==> config.mk <==
export PLATFORM = sky130hd
export DESIGN_NAME = reg_writeback_flat
export DESIGN_NICKNAME = d
export VERILOG_FILES = /design/src/rtl/wb_defs_pkg.sv /design/src/rtl/reg_writeback_if.sv /design/src/rtl/wb_fifo.sv /design/src/rtl/reg_writeback.sv /design/src/flat_wrapper.sv
export SDC_FILE = /design/constraint.sdc
export NUM_CORES = 1
export LEC_CHECK = 0
export CAP_MARGIN = 40
export CORE_ASPECT_RATIO = 1.25
export CORE_MARGIN = 1
export CORE_UTILIZATION = 45
export DETAILED_ROUTE_END_ITERATION = 8
export PLACE_DENSITY = 0.75
export SYNTH_ARGS = -nofsm -noshare
export SYNTH_HDL_FRONTEND = slang
export SYNTH_SLANG_ARGS = --single-unit
==> constraint.sdc <==
create_clock -name clock -period 4.6 [get_ports clock]
set_clock_uncertainty 0.2 [all_clocks]
set_input_delay 0.69 -clock clock [delete_from_list [all_inputs] [get_ports clock]]
set_output_delay 0.69 -clock clock [all_outputs]
set_load 0.1 [all_outputs]
==> src/rtl/wb_defs_pkg.sv <==
// Shared definitions for the register-file writeback path: widths,
// load funct3 encodings and the packed layouts of the two FIFO entry types.
package wb_defs;

    localparam int XLEN       = 32;
    localparam int REG_ADDR_W = 5;

    localparam logic [2:0] FUNCT3_LB  = 3'd0;
    localparam logic [2:0] FUNCT3_LH  = 3'd1;
    localparam logic [2:0] FUNCT3_LW  = 3'd2;
    localparam logic [2:0] FUNCT3_LBU = 3'd4;
    localparam logic [2:0] FUNCT3_LHU = 3'd5;

    // rd sits in the MSBs of both entry types so hazard compare can slice it directly
    typedef struct packed {
        logic [REG_ADDR_W-1:0] rd;
        logic [XLEN-1:0]       data;
    } alu_entry_t;

    typedef struct packed {
        logic [REG_ADDR_W-1:0] rd;
        logic [2:0]            funct3;
        logic [1:0]            addr_lo;
    } load_tag_t;

    function automatic logic funct3_legal(input logic [2:0] f3);
        return (f3 == FUNCT3_LB) || (f3 == FUNCT3_LH) || (f3 == FUNCT3_LW) ||
               (f3 == FUNCT3_LBU) || (f3 == FUNCT3_LHU);
    endfunction

endpackage

==> src/rtl/reg_writeback_if.sv <==
// Bundle of the ALU/load/memory/decode/register-file signals around the
// writeback block. master = issuing pipeline side, slave = reg_writeback.
interface reg_writeback_if;
    import wb_defs::*;

    logic                  alu_valid;
    logic [REG_ADDR_W-1:0] alu_rd;
    logic [XLEN-1:0]       alu_data;
    logic                  alu_ready;

    logic                  load_issue;
    logic [REG_ADDR_W-1:0] load_rd;
    logic [2:0]            load_funct3;
    logic [1:0]            load_addr_lo;
    logic                  load_ready;

    logic                  mem_rvalid;
    logic [XLEN-1:0]       mem_rdata;

    logic [REG_ADDR_W-1:0] chk_rs1;
    logic [REG_ADDR_W-1:0] chk_rs2;
    logic [REG_ADDR_W-1:0] chk_rd;
    logic                  hazard_stall;

    logic [REG_ADDR_W-1:0] wb_rd;
    logic [XLEN-1:0]       wb_data;
    logic                  wb_reg_write;
    logic                  wb_err;

    modport master (
        output alu_valid, alu_rd, alu_data, load_issue, load_rd, load_funct3, load_addr_lo,
               mem_rvalid, mem_rdata, chk_rs1, chk_rs2, chk_rd,
        input  alu_ready, load_ready, hazard_stall, wb_rd, wb_data, wb_reg_write, wb_err
    );

    modport slave (
        input  alu_valid, alu_rd, alu_data, load_issue, load_rd, load_funct3, load_addr_lo,
               mem_rvalid, mem_rdata, chk_rs1, chk_rs2, chk_rd,
        output alu_ready, load_ready, hazard_stall, wb_rd, wb_data, wb_reg_write, wb_err
    );

endinterface

==> src/rtl/wb_fifo.sv <==
// Synchronous FIFO with one extra pointer bit for full/empty detection.
// Every slot's valid flag and contents are exported so the owner can
// search all pending entries (used for hazard detection).
module wb_fifo #(
    parameter int WIDTH = 8,
    parameter int DEPTH = 2
) (
    input  logic                         clock,
    input  logic                         reset,
    input  logic                         push,
    input  logic                         pop,
    input  logic [WIDTH-1:0]             wdata,
    output logic [WIDTH-1:0]             head,
    output logic                         empty,
    output logic                         full,
    output logic [DEPTH-1:0]             entry_valid,
    output logic [DEPTH-1:0][WIDTH-1:0]  entry_data
);
    localparam int PW = $clog2(DEPTH) + 1;
    localparam int IW = (DEPTH > 1) ? $clog2(DEPTH) : 1;

    logic [WIDTH-1:0] mem [DEPTH];
    logic [PW-1:0]    wr_ptr, rd_ptr, occ;
    logic [IW-1:0]    wr_idx, rd_idx;
    logic             do_push, do_pop;

    if (DEPTH > 1) begin : g_multi
        assign wr_idx = wr_ptr[IW-1:0];
        assign rd_idx = rd_ptr[IW-1:0];
        assign full   = (wr_ptr[PW-1] != rd_ptr[PW-1]) && (wr_ptr[PW-2:0] == rd_ptr[PW-2:0]);
    end else begin : g_single
        assign wr_idx = '0;
        assign rd_idx = '0;
        assign full   = (wr_ptr != rd_ptr);
    end

    assign empty   = (wr_ptr == rd_ptr);
    assign occ     = wr_ptr - rd_ptr;
    // a push into a full FIFO is fine when the head leaves in the same cycle
    assign do_push = push && (!full || pop);
    assign do_pop  = pop && !empty;
    assign head    = mem[rd_idx];

    // pointer update
    always_ff @(posedge clock) begin
        if (reset) begin
            wr_ptr <= '0;
            rd_ptr <= '0;
        end else begin
            if (do_push) wr_ptr <= wr_ptr + PW'(1);
            if (do_pop)  rd_ptr <= rd_ptr + PW'(1);
        end
    end

    // storage; contents of empty slots are masked by entry_valid, so no reset
    always_ff @(posedge clock) begin
        if (do_push) mem[wr_idx] <= wdata;
    end

    // slot i is live when its distance from the read slot is below occupancy
    always_comb begin
        logic [IW-1:0] offset;
        offset = '0;
        for (int i = 0; i < DEPTH; i++) begin
            offset         = IW'(i) - rd_idx;
            entry_valid[i] = (PW'(offset) < occ);
            entry_data[i]  = mem[i];
        end
    end

endmodule

==> src/rtl/reg_writeback.sv <==
// Sole writer of the register file. Load returns take the write port over
// buffered ALU results; every pending destination is visible to decode
// through hazard_stall.
module reg_writeback
    import wb_defs::*;
#(
    parameter int ALU_DEPTH  = 2,
    parameter int LOAD_DEPTH = 2
) (
    input  logic           clock,
    input  logic           reset,
    reg_writeback_if.slave bus
);
    localparam int ALU_W = $bits(alu_entry_t);
    localparam int TAG_W = $bits(load_tag_t);

    logic [ALU_W-1:0]                     alu_head_raw;
    logic [TAG_W-1:0]                     ld_head_raw;
    alu_entry_t                           alu_head;
    load_tag_t                            ld_head;
    logic                                 alu_push, alu_pop, alu_empty, alu_full;
    logic                                 ld_push, ld_pop, ld_empty, ld_full;
    logic [ALU_DEPTH-1:0]                 alu_ent_valid;
    logic [ALU_DEPTH-1:0][ALU_W-1:0]      alu_ent_data;
    logic [LOAD_DEPTH-1:0]                ld_ent_valid;
    logic [LOAD_DEPTH-1:0][TAG_W-1:0]     ld_ent_data;

    logic [7:0]            ld_byte;
    logic [15:0]           ld_half;
    logic [XLEN-1:0]       ld_ext;
    logic                  ld_illegal;
    logic [REG_ADDR_W-1:0] wb_rd_q;
    logic [XLEN-1:0]       wb_data_q;
    logic                  wb_we_q, wb_err_q;
    logic [REG_ADDR_W-1:0] chk_reg [3];
    logic                  hazard;

    assign alu_head = alu_entry_t'(alu_head_raw);
    assign ld_head  = load_tag_t'(ld_head_raw);

    assign alu_push = bus.alu_valid && !alu_full;
    assign alu_pop  = !bus.mem_rvalid && !alu_empty;
    assign ld_push  = bus.load_issue;
    assign ld_pop   = bus.mem_rvalid && !ld_empty;

    assign bus.alu_ready  = !alu_full;
    assign bus.load_ready = !ld_full;

    wb_fifo #(.WIDTH(ALU_W), .DEPTH(ALU_DEPTH)) u_alu_fifo (
        .clock       (clock),
        .reset       (reset),
        .push        (alu_push),
        .pop         (alu_pop),
        .wdata       ({bus.alu_rd, bus.alu_data}),
        .head        (alu_head_raw),
        .empty       (alu_empty),
        .full        (alu_full),
        .entry_valid (alu_ent_valid),
        .entry_data  (alu_ent_data)
    );

    wb_fifo #(.WIDTH(TAG_W), .DEPTH(LOAD_DEPTH)) u_load_fifo (
        .clock       (clock),
        .reset       (reset),
        .push        (ld_push),
        .pop         (ld_pop),
        .wdata       ({bus.load_rd, bus.load_funct3, bus.load_addr_lo}),
        .head        (ld_head_raw),
        .empty       (ld_empty),
        .full        (ld_full),
        .entry_valid (ld_ent_valid),
        .entry_data  (ld_ent_data)
    );

    // select and extend the returning word according to the oldest load tag
    always_comb begin
        ld_byte    = bus.mem_rdata[{ld_head.addr_lo, 3'b000} +: 8];
        ld_half    = bus.mem_rdata[{ld_head.addr_lo[1], 4'b0000} +: 16];
        ld_illegal = !funct3_legal(ld_head.funct3);
        case (ld_head.funct3)
            FUNCT3_LB:  ld_ext = {{24{ld_byte[7]}}, ld_byte};
            FUNCT3_LH:  ld_ext = {{16{ld_half[15]}}, ld_half};
            FUNCT3_LBU: ld_ext = {24'd0, ld_byte};
            FUNCT3_LHU: ld_ext = {16'd0, ld_half};
            default:    ld_ext = bus.mem_rdata;
        endcase
    end

    // write-port register: load return first, then ALU head, else idle
    always_ff @(posedge clock) begin
        if (reset) begin
            wb_rd_q   <= '0;
            wb_data_q <= '0;
            wb_we_q   <= 1'b0;
            wb_err_q  <= 1'b0;
        end else if (bus.mem_rvalid) begin
            if (ld_empty) begin
                wb_we_q  <= 1'b0;
                wb_err_q <= 1'b1;
            end else begin
                wb_rd_q   <= ld_head.rd;
                wb_data_q <= ld_ext;
                wb_we_q   <= (ld_head.rd != '0);
                if (ld_illegal) wb_err_q <= 1'b1;
            end
        end else if (!alu_empty) begin
            wb_rd_q   <= alu_head.rd;
            wb_data_q <= alu_head.data;
            wb_we_q   <= (alu_head.rd != '0);
        end else begin
            wb_we_q <= 1'b0;
        end
    end

    assign bus.wb_rd        = wb_rd_q;
    assign bus.wb_data      = wb_data_q;
    assign bus.wb_reg_write = wb_we_q;
    assign bus.wb_err       = wb_err_q;

    // stall decode when any nonzero operand/dest is still owed a write
    always_comb begin
        chk_reg[0] = bus.chk_rs1;
        chk_reg[1] = bus.chk_rs2;
        chk_reg[2] = bus.chk_rd;
        hazard     = 1'b0;
        for (int k = 0; k < 3; k++) begin
            if (chk_reg[k] != '0) begin
                if (wb_we_q && (wb_rd_q == chk_reg[k])) hazard = 1'b1;
                for (int i = 0; i < ALU_DEPTH; i++) begin
                    if (alu_ent_valid[i] && (alu_ent_data[i][ALU_W-1 -: REG_ADDR_W] == chk_reg[k]))
                        hazard = 1'b1;
                end
                for (int i = 0; i < LOAD_DEPTH; i++) begin
                    if (ld_ent_valid[i] && (ld_ent_data[i][TAG_W-1 -: REG_ADDR_W] == chk_reg[k]))
                        hazard = 1'b1;
                end
            end
        end
    end

    assign bus.hazard_stall = hazard;

endmodule
==> src/flat_wrapper.sv <==
// flat-port wrapper written by rule: the top's interface ports become plain ports
module reg_writeback_flat import wb_defs::*;
#(
    parameter int ALU_DEPTH  = 2,
    parameter int LOAD_DEPTH = 2
)
  (clock, reset, bus_alu_valid, bus_alu_rd, bus_alu_data, bus_load_issue, bus_load_rd, bus_load_funct3, bus_load_addr_lo, bus_mem_rvalid, bus_mem_rdata, bus_chk_rs1, bus_chk_rs2, bus_chk_rd, bus_alu_ready, bus_load_ready, bus_hazard_stall, bus_wb_rd, bus_wb_data, bus_wb_reg_write, bus_wb_err);
  reg_writeback_if bus_i ();
  input  logic clock;
  input  logic reset;
  input wire logic [$bits(bus_i.alu_valid)-1:0] bus_alu_valid;
  input wire logic [$bits(bus_i.alu_rd)-1:0] bus_alu_rd;
  input wire logic [$bits(bus_i.alu_data)-1:0] bus_alu_data;
  input wire logic [$bits(bus_i.load_issue)-1:0] bus_load_issue;
  input wire logic [$bits(bus_i.load_rd)-1:0] bus_load_rd;
  input wire logic [$bits(bus_i.load_funct3)-1:0] bus_load_funct3;
  input wire logic [$bits(bus_i.load_addr_lo)-1:0] bus_load_addr_lo;
  input wire logic [$bits(bus_i.mem_rvalid)-1:0] bus_mem_rvalid;
  input wire logic [$bits(bus_i.mem_rdata)-1:0] bus_mem_rdata;
  input wire logic [$bits(bus_i.chk_rs1)-1:0] bus_chk_rs1;
  input wire logic [$bits(bus_i.chk_rs2)-1:0] bus_chk_rs2;
  input wire logic [$bits(bus_i.chk_rd)-1:0] bus_chk_rd;
  output wire logic [$bits(bus_i.alu_ready)-1:0] bus_alu_ready;
  output wire logic [$bits(bus_i.load_ready)-1:0] bus_load_ready;
  output wire logic [$bits(bus_i.hazard_stall)-1:0] bus_hazard_stall;
  output wire logic [$bits(bus_i.wb_rd)-1:0] bus_wb_rd;
  output wire logic [$bits(bus_i.wb_data)-1:0] bus_wb_data;
  output wire logic [$bits(bus_i.wb_reg_write)-1:0] bus_wb_reg_write;
  output wire logic [$bits(bus_i.wb_err)-1:0] bus_wb_err;
  assign bus_i.alu_valid = bus_alu_valid;
  assign bus_i.alu_rd = bus_alu_rd;
  assign bus_i.alu_data = bus_alu_data;
  assign bus_i.load_issue = bus_load_issue;
  assign bus_i.load_rd = bus_load_rd;
  assign bus_i.load_funct3 = bus_load_funct3;
  assign bus_i.load_addr_lo = bus_load_addr_lo;
  assign bus_i.mem_rvalid = bus_mem_rvalid;
  assign bus_i.mem_rdata = bus_mem_rdata;
  assign bus_i.chk_rs1 = bus_chk_rs1;
  assign bus_i.chk_rs2 = bus_chk_rs2;
  assign bus_i.chk_rd = bus_chk_rd;
  assign bus_alu_ready = bus_i.alu_ready;
  assign bus_load_ready = bus_i.load_ready;
  assign bus_hazard_stall = bus_i.hazard_stall;
  assign bus_wb_rd = bus_i.wb_rd;
  assign bus_wb_data = bus_i.wb_data;
  assign bus_wb_reg_write = bus_i.wb_reg_write;
  assign bus_wb_err = bus_i.wb_err;
  reg_writeback #(.ALU_DEPTH(ALU_DEPTH), .LOAD_DEPTH(LOAD_DEPTH)) u_core (.clock(clock), .reset(reset), .bus(bus_i));
endmodule
==> flow_metrics.py <==
metrics = {
    "setup_path": {
        "slowest_delay_ns": 0.60,
        "critPathBufInv": 2,
        "start_kind": "input port",
        "crit_chain": "clkdlybuf4s50_1, xor2_1, nor4_1, o211ai_1, o31ai_1, o22ai_1, nand3_1, buf_4",
        "end_kind": "output pin",
        "slowest_stage": "clkdlybuf4s50_1",
        "critical-path-top-delay-family": "buffers and inverters",
        "path_max_fanout": 6,
        "critPathRequiredTime_ns": 3.71,
        "worstSetupPathType": "input port to output pin",
        "cp.arrival_ns": 2.60,
    },
    "cts": {
        "ctsHoldBuffers": 0,
        "cts.sinks": 143,
        "cts_root_buf": "clkbuf_16",
        "post_cts_resized": 0,
        "cts_tree": "yes",
        "clockBufferDepth": 2,
        "clk_latency_ns": 0.42,
        "numCtsBuffers": 17,
        "post_cts_buffers": 0,
        "htreeDepth": 4,
        "path_clk_slew_ns": 0.06,
    },
    "detailed_routing": {
        "via_per_inst": 5.747,
        "drt-initial-drc-count": 388,
        "drtAntennaViolNets": 0,
        "wl_um": 19930,
        "firstDrtPassIters": 5,
        "via_count": 5529,
        "route.detailed.wl_per_inst_um": 20.71,
        "drc": 0,
    },
    "power": {
        "power_density_nw_per_um2": 585.2,
        "power_mw": 5.701,
        "ir_drop_mv": 0.5361,
        "p_leak_nw": 3.408,
    },
    "final_layout": {
        "area_growth_pct": 40.19,
        "fill_cells": 1171,
        "final_common_cell": "clkdlybuf4s50_1",
        "nets": 871,
        "multi_input_area_um2": 2918,
        "regArea_um2": 3805,
        "final_cell_mix": "137 x clkdlybuf4s50_1, 94 x edfxtp_1, 66 x nor2_1",
        "drive_above_1_share_pct": 13.22,
    },
    "sta": {
        "hold_violations": 0,
        "rsz0062_at_grt": "no",
        "period_minus_slack_ns": 3.493,
        "fin_hold_ws_ns": 0.3007,
        "period_share_pct": 75.93,
        "setup_viol": 0,
        "maxSlewHeadroom_pct": 41.63,
        "worstMarginPinSlew_ns": 0.8724,
        "final_max_slew_viol_count": 0,
        "setup-tns-final_ns": 0,
        "fmax_mhz": 286.3,
    },
    "synth": {
        "synth_edf_count": 94,
        "yosysWarnings": 0,
        "synthSimpleGateAreaFrac_pct": 12.46,
        "synth_mux_area_share_pct": 4.879,
        "synthCells": 605,
        "synth_top_area_share_pct": 40.62,
        "synth_top_family_by_area": "compound AO/OA/AOI/OAI gates",
        "synth_xor_area_share_pct": 10.59,
        "avgSynthCellArea_um2": 11.49,
        "synth-async-reset-ratio_pct": 0,
        "synth.distinct_cells": 52,
        "ys_seq_area_share_pct": 54.74,
        "synth_compound_area_share_pct": 12.91,
        "syn-cell-area_um2": 6949,
        "synth_seq_cells": 143,
        "synth_nets": 710,
        "ys.flop_type": "edfxtp_1",
        "synthAdderAreaFrac_pct": 1.080,
        "yosys.area.top_type": "edfxtp_1",
        "ys_top_cells_by_area": "edfxtp_1 41%, dfxtp_1 14%, xor2_1 5.5%",
    },
    "die": {
        "die_h_um": 140.9,
        "pin_count": 141,
        "initial_utilization_pct": 46.28,
        "core_um2": 15010,
        "die-area_um2": 15950,
        "num_rows": 50,
        "die_w_um": 113.2,
    },
    "status": {
        "outcome": "completed",
    },
    "global_routing": {
        "grt_pass1_wl_um": 30930,
        "gr-total-overflow": 0,
        "antenna_found_initial": 1,
        "grt_pass1_vias": 5690,
        "grt_usage_pct": 26.03,
        "grt_max_degree": 49,
    },
    "placement": {
        "portBuffers": 140,
        "gp_congestion": 0.8804,
        "dp_hpwl_um": 14340,
    },
    "worst_hold_path": {
        "hold_class": "flip-flop to flip-flop",
    },
    "job": {
        "drv_cap": 0,
    },
}
-- sequential cells by signal, summed over array words and instances (netlist names), named ones only --
register,cells
u_core.bus.wb_reg_write,1
u_core.u_load_fifo.rd_ptr,2
u_core.bus.wb_rd,5
u_core.u_load_fifo.mem,20
u_core.u_alu_fifo.mem,74
u_core.bus.wb_err,1
u_core.u_alu_fifo.rd_ptr,2
u_core.bus.wb_data,32
u_core.u_alu_fifo.wr_ptr,2
u_core.u_load_fifo.wr_ptr,2
-- cell usage after synthesis, types with 2 or more instances --
| library cell | number |
|---|---|
| o41ai_1 | 9 |
| buf_6 | 3 |
| nand3_1 | 8 |
| o21ai_0 | 3 |
| buf_2 | 6 |
| o221ai_1 | 8 |
| o311ai_0 | 2 |
| nand3b_1 | 8 |
| a2111oi_0 | 17 |
| inv_1 | 7 |
| o211ai_1 | 5 |
| buf_1 | 4 |
| and3_1 | 2 |
| a21oi_1 | 31 |
| mux2_2 | 6 |
| ha_1 | 6 |
| o31ai_1 | 3 |
| and2_1 | 2 |
| or4_1 | 3 |
| dfxtp_1 | 49 |
| nor4_1 | 25 |
| nand2_1 | 10 |
| a211oi_1 | 20 |
| xnor2_1 | 40 |
| mux2i_1 | 22 |
| or2_2 | 2 |
| o22ai_1 | 3 |
| a221oi_1 | 7 |
| nand4_1 | 7 |
| nand2b_1 | 4 |
| edfxtp_1 | 94 |
| clkbuf_1 | 34 |
| nor2b_1 | 27 |
| nor2_1 | 67 |
| xor2_1 | 44 |
-- power by group --
part / internal (mW) / switching (mW)
Combinational: 0.980 / 1.62
Sequential: 1.59 / 0.202
Clock: 0.749 / 0.557
-- cell families after synthesis --
group / Yosys count
AO/OA/AOI/OAI: 119
XOR/XNOR: 84
adder cells (fa/ha/maj): 6
buffers and inverters: 54
flip-flops: 143
multiplexers: 31
AND/OR/NAND/NOR: 168
-- final timing paths --
kind / start / end / slack (ns) / cells after the start
worst min register to register: u_core.bus.wb_data[13] / u_core.bus.wb_data[13] / 0.30 / 2
worst max register to register: flip-flop / u_core.bus.wb_data[23] / 1.66 / 5
worst max-delay path: bus_chk_rd[4] / bus_hazard_stall / 1.11 / 8
worst min-delay path: u_core.bus.wb_data[13] / u_core.bus.wb_data[13] / 0.30 / 2
-- metal layers --
metal	part of all wire, %	vias up	GRT usage, %
met1	39	2658	31.82
met5	0	-	0
li1	-	2580	-
met2	52	253	44.49
met3	6.9	38	5.460
met4	2.5	0	10.94
-- final cells by class --
cell class                 count  area share, %
antenna                        1        0.02569
clock buffer                  17          4.367
clock inverter                15          1.413
inverter                       7         0.2697
multi-input combinational    408          29.95
sequential                   143          39.06
tap                          182          2.338
timing repair buffer         189          22.58
-- tightest hold or removal path: cells and delay by family (launching register included) --
family	cells	cell delay, ns
flops	1	0.31
simple gates	1	0.08
compound gates	1	0.06
-- per-stage QoR --
| stage | cell area (um^2) | setup WS (ns) | utilization [%] | std cells |
|---|---|---|---|---|
| after floorplan | 6949 | 1.143 | - | 605 |
| after global routing | 9742 | 0.9947 | 64.88 | 962 |
| after global placement | 8396 | 1.140 | 55.92 | 884 |
| after detailed placement | 9176 | 1.130 | 61.12 | 929 |
| after CTS | 9739 | 1.118 | 64.87 | 961 |
| final | 9742 | 1.107 | 64.88 | 962 |
Power figures use the tool's default switching activity.
